<file path="src/rtl/pipe_adder_pkg.sv">
// Shared definitions for the pipelined adder.
// Holds default parameters, the chunk-width derivation and a parameter
// legality check used at elaboration time by pipe_adder_n.
package pipe_adder_pkg;

   localparam int unsigned DEF_WIDTH  = 16;
   localparam int unsigned DEF_STAGES = 4;

   // Bits handled by each pipeline stage.
   function automatic int unsigned chunk_width(input int unsigned width,
                                               input int unsigned stages);
      return (stages == 0) ? width : width / stages;
   endfunction

   // WIDTH must split evenly into at least one stage.
   function automatic bit params_ok(input int unsigned width,
                                    input int unsigned stages);
      return (stages >= 1) && (width >= 1) && ((width % stages) == 0);
   endfunction

endpackage

</file>
<file path="src/rtl/pipe_adder_n_if.sv">
// Valid/ready bus of the pipelined adder.
// Upstream side : in_valid, in_ready, a, b, cin, sub
// Downstream side: out_valid, out_ready, sum, co, ovf
// master = traffic source/sink (bench or neighbours), slave = the adder.
interface pipe_adder_n_if
   import pipe_adder_pkg::*;
#(
   parameter int unsigned WIDTH = DEF_WIDTH
) ();

   logic             in_valid;
   logic             in_ready;
   logic [WIDTH-1:0] a;
   logic [WIDTH-1:0] b;
   logic             cin;
   logic             sub;
   logic             out_valid;
   logic             out_ready;
   logic [WIDTH-1:0] sum;
   logic             co;
   logic             ovf;

   modport master (
      output in_valid, a, b, cin, sub, out_ready,
      input  in_ready, out_valid, sum, co, ovf
   );

   modport slave (
      input  in_valid, a, b, cin, sub, out_ready,
      output in_ready, out_valid, sum, co, ovf
   );

endinterface

</file>
<file path="src/rtl/pipe_adder_n_adder_chunk.sv">
// Combinational ripple-carry building blocks.
// fulladder_1 : a, b, cin -> sum, co (one bit)
// adder_chunk : W-bit ripple adder of fulladder_1 cells; a, b, cin -> sum, co
module fulladder_1 (
   input  logic a,
   input  logic b,
   input  logic cin,
   output logic sum,
   output logic co
);

   assign sum = a ^ b ^ cin;
   assign co  = (a & b) | (cin & (a ^ b));

endmodule

module adder_chunk #(
   parameter int unsigned W = 4
) (
   input  logic [W-1:0] a,
   input  logic [W-1:0] b,
   input  logic         cin,
   output logic [W-1:0] sum,
   output logic         co
);

   logic [W:0] carry;

   assign carry[0] = cin;

   for (genvar i = 0; i < W; i++) begin : g_bit
      fulladder_1 u_fa (
         .a   (a[i]),
         .b   (b[i]),
         .cin (carry[i]),
         .sum (sum[i]),
         .co  (carry[i+1])
      );
   end

   assign co = carry[W];

endmodule

</file>
<file path="src/rtl/pipe_adder_n.sv">
// Pipelined WIDTH-bit adder/subtractor, one CHUNK-bit slice per stage.
// Ports: clk, rst (sync, active high), bus (pipe_adder_n_if.slave).
// Stage k adds chunk k with the carry registered by stage k-1. Each stage
// keeps one WIDTH-bit word: unconsumed operand-A chunks in the low part and
// finished sum chunks shifted in from the top, so after the last stage the
// word is the aligned sum. Operand B (already inverted for subtract) shifts
// down alongside it. A single enable stalls the whole pipe.
module pipe_adder_n
   import pipe_adder_pkg::*;
#(
   parameter int unsigned WIDTH  = DEF_WIDTH,
   parameter int unsigned STAGES = DEF_STAGES
) (
   input logic           clk,
   input logic           rst,
   pipe_adder_n_if.slave bus
);

   localparam int unsigned CHUNK = chunk_width(WIDTH, STAGES);
   localparam int unsigned LAST  = STAGES - 1;

   if (!params_ok(WIDTH, STAGES)) begin : g_param_err
      $error("pipe_adder_n: WIDTH must be a multiple of STAGES, STAGES >= 1");
   end

   // Stage registers
   logic [WIDTH-1:0] d_q    [STAGES];
   logic [WIDTH-1:0] b_q    [STAGES];
   logic             c_q    [STAGES];
   logic             v_q    [STAGES];
   logic             amsb_q [STAGES];
   logic             bmsb_q [STAGES];
   logic             ovf_q;

   // Stage inputs and next-state values
   logic [WIDTH-1:0] b_eff;
   logic [WIDTH-1:0] d_in    [STAGES];
   logic [WIDTH-1:0] b_in    [STAGES];
   logic             c_in    [STAGES];
   logic             v_in    [STAGES];
   logic             amsb_in [STAGES];
   logic             bmsb_in [STAGES];
   logic [CHUNK-1:0] ch_sum  [STAGES];
   logic             ch_co   [STAGES];
   logic [WIDTH-1:0] d_d     [STAGES];
   logic [WIDTH-1:0] b_d     [STAGES];
   logic             ovf_d;
   logic             en;

   // Whole pipe advances unless a result is waiting on the output.
   assign en = !v_q[LAST] || bus.out_ready;

   // Stage 0 takes the bus (B and carry inverted for subtract); others chain.
   always_comb begin : stage_inputs
      b_eff      = bus.sub ? ~bus.b : bus.b;
      d_in[0]    = bus.a;
      b_in[0]    = b_eff;
      c_in[0]    = bus.cin ^ bus.sub;
      v_in[0]    = bus.in_valid;
      amsb_in[0] = bus.a[WIDTH-1];
      bmsb_in[0] = b_eff[WIDTH-1];
      for (int k = 1; k < int'(STAGES); k++) begin
         d_in[k]    = d_q[k-1];
         b_in[k]    = b_q[k-1];
         c_in[k]    = c_q[k-1];
         v_in[k]    = v_q[k-1];
         amsb_in[k] = amsb_q[k-1];
         bmsb_in[k] = bmsb_q[k-1];
      end
   end

   for (genvar g = 0; g < STAGES; g++) begin : g_stage
      adder_chunk #(.W(CHUNK)) u_chunk (
         .a   (d_in[g][CHUNK-1:0]),
         .b   (b_in[g][CHUNK-1:0]),
         .cin (c_in[g]),
         .sum (ch_sum[g]),
         .co  (ch_co[g])
      );
   end

   // Consume the low chunk, insert the new sum chunk at the top.
   always_comb begin : stage_next
      for (int k = 0; k < int'(STAGES); k++) begin
         d_d[k] = (d_in[k] >> CHUNK) | (WIDTH'(ch_sum[k]) << (WIDTH - CHUNK));
         b_d[k] = b_in[k] >> CHUNK;
      end
      ovf_d = (amsb_in[LAST] == bmsb_in[LAST]) &&
              (d_d[LAST][WIDTH-1] != amsb_in[LAST]);
   end

   always_ff @(posedge clk) begin : stage_regs
      if (rst) begin
         for (int k = 0; k < int'(STAGES); k++) begin
            d_q[k]    <= '0;
            b_q[k]    <= '0;
            c_q[k]    <= 1'b0;
            v_q[k]    <= 1'b0;
            amsb_q[k] <= 1'b0;
            bmsb_q[k] <= 1'b0;
         end
         ovf_q <= 1'b0;
      end else if (en) begin
         for (int k = 0; k < int'(STAGES); k++) begin
            d_q[k]    <= d_d[k];
            b_q[k]    <= b_d[k];
            c_q[k]    <= ch_co[k];
            v_q[k]    <= v_in[k];
            amsb_q[k] <= amsb_in[k];
            bmsb_q[k] <= bmsb_in[k];
         end
         ovf_q <= ovf_d;
      end
   end

   assign bus.in_ready  = en;
   assign bus.out_valid = v_q[LAST];
   assign bus.sum       = d_q[LAST];
   assign bus.co        = c_q[LAST];
   assign bus.ovf       = ovf_q;

endmodule

</file>
<file path="src/flat_wrapper.sv">
// flat-port wrapper written by rule: the top's interface ports become plain ports
module pipe_adder_n_flat import pipe_adder_pkg::*;
#(
   parameter int unsigned WIDTH  = DEF_WIDTH,
   parameter int unsigned STAGES = DEF_STAGES
)
  (clk, rst, bus_in_valid, bus_a, bus_b, bus_cin, bus_sub, bus_out_ready, bus_in_ready, bus_out_valid, bus_sum, bus_co, bus_ovf);
  pipe_adder_n_if #(.WIDTH(WIDTH)) bus_i ();
  input logic clk;
  input logic rst;
  input wire logic [$bits(bus_i.in_valid)-1:0] bus_in_valid;
  input wire logic [$bits(bus_i.a)-1:0] bus_a;
  input wire logic [$bits(bus_i.b)-1:0] bus_b;
  input wire logic [$bits(bus_i.cin)-1:0] bus_cin;
  input wire logic [$bits(bus_i.sub)-1:0] bus_sub;
  input wire logic [$bits(bus_i.out_ready)-1:0] bus_out_ready;
  output wire logic [$bits(bus_i.in_ready)-1:0] bus_in_ready;
  output wire logic [$bits(bus_i.out_valid)-1:0] bus_out_valid;
  output wire logic [$bits(bus_i.sum)-1:0] bus_sum;
  output wire logic [$bits(bus_i.co)-1:0] bus_co;
  output wire logic [$bits(bus_i.ovf)-1:0] bus_ovf;
  assign bus_i.in_valid = bus_in_valid;
  assign bus_i.a = bus_a;
  assign bus_i.b = bus_b;
  assign bus_i.cin = bus_cin;
  assign bus_i.sub = bus_sub;
  assign bus_i.out_ready = bus_out_ready;
  assign bus_in_ready = bus_i.in_ready;
  assign bus_out_valid = bus_i.out_valid;
  assign bus_sum = bus_i.sum;
  assign bus_co = bus_i.co;
  assign bus_ovf = bus_i.ovf;
  pipe_adder_n #(.WIDTH(WIDTH), .STAGES(STAGES)) u_core (.clk(clk), .rst(rst), .bus(bus_i));
endmodule
</file>
<file path="config.mk">
export PLATFORM = sky130hd
export DESIGN_NAME = pipe_adder_n_flat
export DESIGN_NICKNAME = d
export VERILOG_FILES = /design/src/rtl/pipe_adder_pkg.sv /design/src/rtl/pipe_adder_n_if.sv /design/src/rtl/pipe_adder_n_adder_chunk.sv /design/src/rtl/pipe_adder_n.sv /design/src/flat_wrapper.sv
export SDC_FILE = /design/constraint.sdc
export NUM_CORES = 1
export LEC_CHECK = 0
export BUFFER_PORTS_ARGS = -buffer_cell sky130_fd_sc_hd__buf_2
export CAP_MARGIN = 20
export CORE_MARGIN = 1
export CORE_UTILIZATION = 31
export CTS_CLUSTER_SIZE = 28
export DETAILED_ROUTE_END_ITERATION = 10
export GPL_TIMING_DRIVEN = 0
export PLACE_DENSITY = 0.46
export SLEW_MARGIN = 0
export SYNTH_ARGS = -nofsm -noshare
export SYNTH_HDL_FRONTEND = slang
export SYNTH_SLANG_ARGS = --single-unit
</file>
<file path="constraint.sdc">
create_clock -name clk -period 3.95 [get_ports clk]
set_input_delay 0 -clock clk [delete_from_list [all_inputs] [get_ports clk]]
set_output_delay 0 -clock clk [all_outputs]
set_load 0.05 [all_outputs]
</file>
==> out/summary.txt, run 1 <==
run status = completed
total number of vias = 2345
Gates resized, CTS repair = 0
slowest stage cell, crit path = sky130_fd_sc_hd__fa_1
endpoint required time on the critical path = 4.21 ns
global-route wire length before repair = 12.9 mm
post-synthesis cell count = 279
slack of the worst reg-to-reg path = 1.53 ns
final hold slack = 0.0135 ns
antenna fix cells = 0
worst r2r path cells = 8
clock buffer depth = 2
initial antenna violation count = 0
Clock transition at path regs = 0.06 ns
maximum number of pins on one net before global-route repair = 53
clock tree root driver cell = sky130_fd_sc_hd__clkbuf_16
maximum clock frequency = 0.413 GHz
Final Cycle Share = 61.3%
Post-layout nets = 403
syn nets = 334
clock sink total = 97
startpoint class of the critical path = register
initial core utilization = 31.7%
DIE WIDTH = 121 um
post-synthesis to final-layout area growth = 19.2%
leakage component of the power = 2.07 nW
number of global-route vias before repair = 2340
Syn. warnings = 0
via density per instance = 4.40
max-cap check violation count = 0
routed wire length = 8.24 mm
last element of the critical path = u_core.bus.ovf
type of destination of the critical path = register
deepest level of the CTS H-tree = 3
setup ws final = 1.53 ns
I/O pin count = 58
die height = 121 um
WL per Instance = 15.5 um
Final Hold Vio Count = 0
Slew HR = 56.4%
data arrival time at the worst-slack endpoint = 2.68 ns
DRC violation total after the first TritonRoute iteration = 171
summed area of non-filler cells in the final layout = 0.00524 sq mm
sequential element share of the synthesized area = 66.0%
critical register-to-register path endpoint = u_core.bus.ovf
TritonCTS clock tree = built
# DRC = 0
total die area = 0.0147 sq mm
commonest non-fill, non-tap cell in the layout = sky130_fd_sc_hd__edfxtp_1
Post-Synthesis Cell Area = 0.00440 sq mm
post-route clock skew = 0.00644 ns
maximum cell stage delay along the critical path = 0.48 ns
post-detailed-placement cell area = 0.00494 sq mm
layout cells sized above 1 = 28.3%
beginning of the critical path = u_core.b_q[0][24]
Min-Delay Path Class = primary input to register
mean cell area of the mapped netlist = 15.8 sq um
number of buffers added by the clock tree synthesis step = 9
slew at the pin with the worst max-slew slack = 0.654 ns
setup repair after global routing missed its margin = false
GPL Wtd Cong = 0.709
total core area = 0.0139 sq mm
total setup violations reported at the end of the flow = 0
total gr overflow = 0
Synth Register Bits = 97
port bufs = 55
number of slew-limit violations in the final report = 0
number of distinct standard cells referenced by the synthesized netlist = 19
pwr/cell area = 446 mW/mm^2
clk_lat worst skew = 0.35 ns
Min Clock Period, post-route = 2.42 ns
crit-path max FO = 2
GR Util All Layers = 12.4%
startpoint of the most critical register-to-register path = u_core.b_q[0][24]
dominant cell type by count on the critical path = sky130_fd_sc_hd__fa_1
Post-DRT Antenna Nets = 0
total iterations of the first detailed-routing run = 4
worst slack, placed = 1.30 ns
HPWL Detailed = 5.38 mm
worst path cell trace = fa_1, inv_1, fa_1, inv_1, fa_1, fa_1, xnor2_1, o41ai_2
Worst VDD drop = 0.193 mV
std cell rows = 43
most frequent cells in the layout = sky130_fd_sc_hd__edfxtp_1 (96), sky130_fd_sc_hd__nor3b_1 (74), sky130_fd_sc_hd__buf_2 (64), sky130_fd_sc_hd__inv_1 (23), sky130_fd_sc_hd__xnor2_1 (17)
category of the critical setup timing path = register to register
-- logic make-up (layout without fill, tap and decap cells) --
family / after synthesis / count (layout) / synth area share, %
AND/OR/NAND/NOR: 99 / 99 / 17.0
flip-flops: 97 / 97 / 66.0
buffers and inverters: 47 / 121 / 5.54
XOR/XNOR: 18 / 18 / 3.58
adder cells (fa/ha/maj): 17 / 17 / 7.56
AO/OA/AOI/OAI: 1 / 1 / 0.370
-- flip-flops by register name (all words and copies together), names as in the netlist --
signal / cells
u_core.amsb_q: 1
u_core.b_q: 22
u_core.bmsb_q: 2
u_core.bus.ovf: 1
u_core.c_q: 4
u_core.d_q: 63
u_core.v_q: 4
-- synthesized netlist by cell type (all sizes together) --
cell type | n | share of area, %
ha | 1 | 0.28
dfxtp | 1 | 0.45
nor3b | 74 | 13
fa | 16 | 7.3
o41ai | 1 | 0.37
nand2b | 1 | 0.14
nand4bb | 1 | 0.26
nor3 | 22 | 3.6
inv | 23 | 2.0
xnor2 | 17 | 3.4
edfxtp | 96 | 66
buf | 20 | 3.2
nor2b | 1 | 0.31
clkbuf | 4 | 0.34
xor2 | 1 | 0.20
-- layer usage --
metal,up-vias,share of wire [%],track usage (%),wire length [um]
met4,0,2.3,6.94,193
met1,1137,47,15.7,3850
met2,56,47,19.8,3870
li1,1138,-,-,-
met3,14,3.9,2.54,323
met5,-,0,0,0
-- how the worst min path moves through the flow --
stage	startpoint	to	cells past startpoint
2_1_floorplan	bus_out_ready	u_core.bus.ovf	2
3_3_place_gp	bus_a[4]	u_core.d_q[0][0]	2
3_5_place_dp	bus_a[10]	u_core.d_q[0][6]	2
4_1_cts	bus_a[14]	u_core.d_q[0][10]	2
5_1_grt	bus_a[14]	u_core.d_q[0][10]	2
6_report	bus_a[12]	u_core.d_q[0][8]	2
-- where the power goes --
part           internal, mW  switching [mW]  total (mW)
clock                 0.487           0.377       0.864
combinational         0.105           0.139       0.244
sequential             1.21          0.0189        1.23
total                  1.80           0.535        2.34
-- worst max-delay path: cells and delay by family (launching register included) --
kind                     cells  cell delay (ns)
XOR/XNOR                     1             0.15
buffers and inverters        2             0.12
AO/OA/AOI/OAI                1             0.19
flip-flops                   1             0.39
adder cells (fa/ha/maj)      4             1.48
-- metrics by stage --
step	cells	util, %	power, mW	TNS, ns
3_3_place_gp	514	35.3	1.50	-44.01
3_5_place_dp	515	35.6	1.50	0
4_1_cts	533	37.8	2.37	0
6_report	533	37.8	2.34	0
5_1_grt	533	37.8	2.43	0
2_1_floorplan	279	-	1.43	0
-- final cells by class --
type | count | area (sq um)
fillers | 1361 | 8640
flip-flops and latches | 97 | 2900
multi-input cells | 135 | 1260
repair buffers | 58 | 323
clock buffers | 10 | 229
well taps | 180 | 225
plain buffers | 24 | 158
inverters | 23 | 86.3
clock inverters | 6 | 58.8
-- what timing repair did --
action,4_1_cts,5_1_grt
hold buffers,2,0
endpoints found under the hold margin,2,0
buffers inserted,0,0
Note: power is estimated with default switching activity, not from simulation.
==> inputs of run 2 (changes only) <==
--- a/config.mk
+++ b/config.mk
@@ -12,7 +12,7 @@
 export CTS_CLUSTER_SIZE = 28
 export DETAILED_ROUTE_END_ITERATION = 10
 export GPL_TIMING_DRIVEN = 0
-export PLACE_DENSITY = 0.46
+export PLACE_DENSITY = 0.48
 export SLEW_MARGIN = 0
 export SYNTH_ARGS = -nofsm -noshare
 export SYNTH_HDL_FRONTEND = slang
==> constraint.sdc (replaced) <==
create_clock -name clk -period 2.2 [get_ports clk]
set_input_delay 0 -clock clk [delete_from_list [all_inputs] [get_ports clk]]
set_output_delay 0 -clock clk [all_outputs]
set_load 0.05 [all_outputs]
==> run 2 against run 1 <==
Against the previous run: power up 86%; worst hold slack better by 0.0074 ns; clock-buffer cell count unchanged; combinational power up 83%; the run now ends with setup timing left; utilization up 0.31 points; final cell count down 0.56%; global-route usage down 0.11 points; clock skew up 0.0013 ns; largest cell class unchanged; register-to-register slack worse by 1.7 ns.
==> out/summary.txt, run 2 (synthesis gave the netlist of run 1 again) <==
startpoint class of the critical path = register
clock tree root driver cell = sky130_fd_sc_hd__clkbuf_16
Min Clock Period, post-route = 2.34 ns
TritonCTS clock tree = built
DRC violation total after the first TritonRoute iteration = 133
leakage component of the power = 2.08 nW
beginning of the critical path = u_core.b_q[0][24]
DIE WIDTH = 121 um
# DRC = 0
total core area = 0.0139 sq mm
total setup violations reported at the end of the flow = 3
worst r2r path cells = 8
endpoint required time on the critical path = 2.45 ns
slew at the pin with the worst max-slew slack = 0.619 ns
summed area of non-filler cells in the final layout = 0.00529 sq mm
number of buffers added by the clock tree synthesis step = 9
total number of vias = 2365
total iterations of the first detailed-routing run = 4
Post-layout nets = 400
post-route clock skew = 0.00777 ns
clock buffer depth = 2
deepest level of the CTS H-tree = 3
commonest non-fill, non-tap cell in the layout = sky130_fd_sc_hd__edfxtp_1
pwr/cell area = 822 mW/mm^2
initial core utilization = 31.7%
post-detailed-placement cell area = 0.00496 sq mm
Total Power = 4.34 mW
Final Hold Vio Count = 0
GR Util All Layers = 12.3%
total setup buffers inserted after CTS = 0
I/O pin count = 58
HP Start = bus_a[15]
biggest regs = u_core.d_q (63), u_core.b_q (22)
post-synthesis to final-layout area growth = 20.1%
Slew HR = 58.7%
die height = 121 um
crit-path max FO = 2
hold buffers post-CTS = 0
std cell rows = 43
critical register-to-register path endpoint = u_core.bus.ovf
Worst VDD drop = 0.395 mV
setup repair after global routing missed its margin = true
total die area = 0.0147 sq mm
initial antenna violation count = 0
global-route wire length before repair = 13.1 mm
most frequent cells in the layout = sky130_fd_sc_hd__edfxtp_1 (96), sky130_fd_sc_hd__nor3b_1 (73), sky130_fd_sc_hd__buf_2 (64), sky130_fd_sc_hd__inv_1 (18), sky130_fd_sc_hd__xnor2_1 (16)
share of the core filled with cells in the final layout = 38.1%
setup ws final = -0.136 ns
WHS Path Cells = 2
startpoint of the most critical register-to-register path = u_core.b_q[0][24]
routed wire length = 8.26 mm
violated checks = setup timing
run status = finished with violations
GPL Wtd Cong = 0.701
maximum clock frequency = 0.428 GHz
max-cap check violation count = 0
HPWL Detailed = 5.51 mm
data arrival time at the worst-slack endpoint = 2.58 ns
layout cells sized above 1 = 33.1%
register with the most flip-flops = u_core.d_q
Final Cycle Share = 106%
WL per Instance = 15.6 um
Filler Cell Count = 1354
clock sink total = 97
type of destination of the critical path = register
Post-DRT Antenna Nets = 0
Clock transition at path regs = 0.07 ns
slack of the worst reg-to-reg path = -0.14 ns
total gr overflow = 0
clk_lat worst skew = 0.34 ns
port bufs = 55
number of global-route vias before repair = 2506
Min-Delay Path Class = primary input to register
Storage cell area = 0.00290 sq mm
maximum number of pins on one net before global-route repair = 60
area used by multi-input combinational logic = 0.00130 sq mm
category of the critical setup timing path = register to register
antenna fix cells = 0
number of flip-flops under the largest register name = 63
via density per instance = 4.46
last element of the critical path = u_core.bus.ovf
number of slew-limit violations in the final report = 0
[run 2: cell type report]
| class | count | share of cell area, % |
|---|---|---|
| Timing Repair Buffer | 56 | 5.73 |
| Tap cell | 180 | 4.26 |
| Multi-Input combinational cell | 135 | 24.6 |
| Sequential cell | 97 | 54.9 |
| Clock buffer | 10 | 4.33 |
| Clock inverter | 6 | 1.73 |
| Inverter | 23 | 1.63 |
| Buffer | 23 | 2.84 |
[run 2: through the flow]
step	hold WS [ns]	TNS (ns)	setup slack, ns	instances
floorplan	0.222	-0.148	-0.148	279
global placement	0.356	-0.602	-0.320	514
detailed placement	0.363	-0.650	-0.333	515
CTS	0.0174	-0.295	-0.147	531
global route	0.0217	-0.580	-0.231	530
finish	0.0209	-0.264	-0.136	530
[run 2: power breakdown]
part           internal (mW)  total (mW)  switching [mW]  leakage (nW)
registers               2.18        2.21          0.0358          1.15
logic                  0.193       0.447           0.254         0.773
clock network           1.00        1.68           0.681         0.157
[run 2: what timing repair did]
action / in CTS / in global routing
gates resized for setup: 5 / 7
setup endpoints to repair: 5 / 6
pin swaps: 1 / 4
hold endpoints to repair: 0 / 0
[run 2: worst max-delay path: stages (launching register included)]
cell and delay (ns):
sky130_fd_sc_hd__edfxtp_1 0.41, sky130_fd_sc_hd__fa_2 0.40, sky130_fd_sc_hd__inv_2 0.06, sky130_fd_sc_hd__fa_1 0.15
sky130_fd_sc_hd__inv_1 0.05, sky130_fd_sc_hd__fa_2 0.36, sky130_fd_sc_hd__fa_1 0.48, sky130_fd_sc_hd__xnor2_1 0.16
sky130_fd_sc_hd__o41ai_2 0.18
[run 2: worst min path at each step]
stage	endpoint	slack (ns)
global route	u_core.d_q[0][9]	0.02
finish	u_core.amsb_q[0][0]	0.02
floorplan	u_core.bus.ovf	0.22
CTS	u_core.d_q[0][8]	0.02
global placement	u_core.v_q[0]	0.36
detailed placement	u_core.d_q[0][8]	0.36
[run 2: layer usage]
metal	GRT usage, %	vias to the layer above	share of wire (%)
li1	-	1130	-
met4	4.86	0	1.9
met2	21.0	53	49
met5	0	-	0
met3	2.77	11	4.0
met1	15.0	1171	45
==> inputs of run 3 (changes only) <==
--- a/config.mk
+++ b/config.mk
@@ -6,7 +6,7 @@
 export NUM_CORES = 1
 export LEC_CHECK = 0
 export BUFFER_PORTS_ARGS = -buffer_cell sky130_fd_sc_hd__buf_2
-export CAP_MARGIN = 20
+export CAP_MARGIN = 15
 export CORE_MARGIN = 1
 export CORE_UTILIZATION = 31
 export CTS_CLUSTER_SIZE = 28
==> constraint.sdc (replaced) <==
create_clock -name clk -period 1.99 [get_ports clk]
set_input_delay 0 -clock clk [delete_from_list [all_inputs] [get_ports clk]]
set_output_delay 0 -clock clk [all_outputs]
set_load 0.05 [all_outputs]
==> run 3 against run 2 <==
Against the previous run: the run still ends with setup timing left; setup slack got worse by 0.23 ns; sequential cell count did not move; sequential power rose by 11%; fmax fell by 0.67%; critical path depth did not move; clock-buffer cell count fell by 1; clock power rose by 20%; via count rose by 1.4%; sequential share of layout area fell by 1.3 points; first-iteration DRC count fell by 4.5%; design area rose by 2.4%; global-route usage rose by 0.68 points; critical path type unchanged.
==> out/summary.txt, run 3 (synthesis gave the netlist of run 1 again) <==
pwr/cell area = 922 mW/mm^2
Min Clock Period, post-route = 2.35 ns
total setup violations reported at the end of the flow = 5
Post-DRT Antenna Nets = 0
worst slack, placed = -0.494 ns
biggest regs = u_core.d_q (63), u_core.b_q (22)
leakage component of the power = 2.11 nW
number of flip-flops under the largest register name = 63
crit-path max FO = 2
commonest non-fill, non-tap cell in the layout = sky130_fd_sc_hd__edfxtp_1
via density per instance = 4.51
std cell rows = 43
Total Power = 4.99 mW
Post-layout nets = 403
max-cap check violation count = 0
clock tree root driver cell = sky130_fd_sc_hd__clkbuf_16
DRC violation total after the first TritonRoute iteration = 127
total iterations of the first detailed-routing run = 4
most frequent cells in the layout = sky130_fd_sc_hd__edfxtp_1 (96), sky130_fd_sc_hd__nor3b_1 (69), sky130_fd_sc_hd__buf_2 (63), sky130_fd_sc_hd__xnor2_1 (16), sky130_fd_sc_hd__fa_2 (15)
deepest level of the CTS H-tree = 3
share of the core filled with cells in the final layout = 39.0%
post-synthesis to final-layout area growth = 23.0%
data arrival time at the worst-slack endpoint = 2.60 ns
violated checks = setup timing
slew at the pin with the worst max-slew slack = 0.642 ns
Filler Cell Count = 1344
WL per Instance = 16.2 um
clk_lat worst skew = 0.34 ns
total core area = 0.0139 sq mm
number of slew-limit violations in the final report = 0
area used by multi-input combinational logic = 0.00136 sq mm
initial antenna violation count = 0
post-route clock skew = 0.0113 ns
Storage cell area = 0.00290 sq mm
sum of negative setup slack = -1.16 ns
type of destination of the critical path = register
routed wire length = 8.60 mm
total die area = 0.0147 sq mm
port bufs = 55
antenna fix cells = 0
run status = finished with violations
setup repair after global routing missed its margin = true
clock buffer depth = 2
register with the most flip-flops = u_core.d_q
final hold slack = 0.0158 ns
DIE WIDTH = 121 um
global-route wire length before repair = 14.0 mm
number of global-route vias before repair = 2521
number of buffers added by the clock tree synthesis step = 9
GR Util All Layers = 13.0%
total number of vias = 2397
maximum clock frequency = 0.425 GHz
# DRC = 0
endpoint required time on the critical path = 2.23 ns
I/O pin count = 58
TritonCTS clock tree = built
Worst VDD drop = 0.460 mV
total gr overflow = 0
Final Hold Vio Count = 0
clock sink total = 97
initial core utilization = 31.7%
setup ws final = -0.362 ns
Slew HR = 57.2%
category of the critical setup timing path = register to register
Clock transition at path regs = 0.07 ns
HPWL Detailed = 5.51 mm
layout cells sized above 1 = 38.1%
startpoint class of the critical path = register
Min-Delay Path Class = primary input to register
maximum number of pins on one net before global-route repair = 56
Final Cycle Share = 118%
GPL Wtd Cong = 0.713
die height = 121 um
-- run 3: area by class of cell --
class                           count  area share [%]
Sequential cell                    97            53.6
Multi-Input combinational cell    136            25.2
Timing Repair Buffer               58            6.06
Clock buffer                        9            4.16
Tap cell                          180            4.16
Buffer                             23            3.08
Clock inverter                      6            2.13
Inverter                           23            1.60
-- run 3: report_power, final --
part	total [mW]	internal, mW	switching [mW]
combinational	0.533	0.237	0.296
sequential	2.45	2.41	0.0398
clock	2.01	1.23	0.777
-- run 3: path summary, 6_finish.rpt --
kind                          start                end  slack (ns)  cells after the start
setup / recovery  u_core.b_q[0][24]     u_core.bus.ovf       -0.36                      8
hold / removal            bus_a[14]  u_core.d_q[0][10]        0.02                      2
setup reg to reg  u_core.b_q[0][24]     u_core.bus.ovf       -0.36                      8
hold reg to reg      u_core.bus.ovf     u_core.bus.ovf        0.53                      2
-- run 3: per-layer routing --
layer | wire length, um | GRT usage [%]
met4 | 93 | 4.17
met3 | 289 | 2.54
met5 | 0 | 0
met1 | 4030 | 17.1
met2 | 4190 | 21.5
-- run 3: stage by stage --
| step | std cells | instance area [sq um] |
|---|---|---|
| after floorplan | 279 | 4470 |
| after global placement | 514 | 4970 |
| after detailed placement | 515 | 5000 |
| after CTS | 532 | 5380 |
| after global routing | 532 | 5410 |
| final | 532 | 5410 |
-- run 3: what timing repair did --
| item | 4_1_cts | 5_1_grt |
|---|---|---|
| endpoints found under the setup margin | 62 | 10 |
| setup buffers | 2 | 0 |
| endpoints found under the hold margin | 0 | 0 |
| pin swaps | 7 | 6 |
| hold buffers | 0 | 0 |
| cloned | 1 | 0 |
| resized for setup | 11 | 12 |
-- run 3: critical path, stage by stage (launching register included) --
cell,delay (ns)
sky130_fd_sc_hd__edfxtp_1,0.41
sky130_fd_sc_hd__fa_2,0.40
sky130_fd_sc_hd__inv_2,0.06
sky130_fd_sc_hd__fa_1,0.15
sky130_fd_sc_hd__inv_1,0.05
sky130_fd_sc_hd__fa_2,0.36
sky130_fd_sc_hd__fa_2,0.55
sky130_fd_sc_hd__xnor2_1,0.08
sky130_fd_sc_hd__o41ai_2,0.19
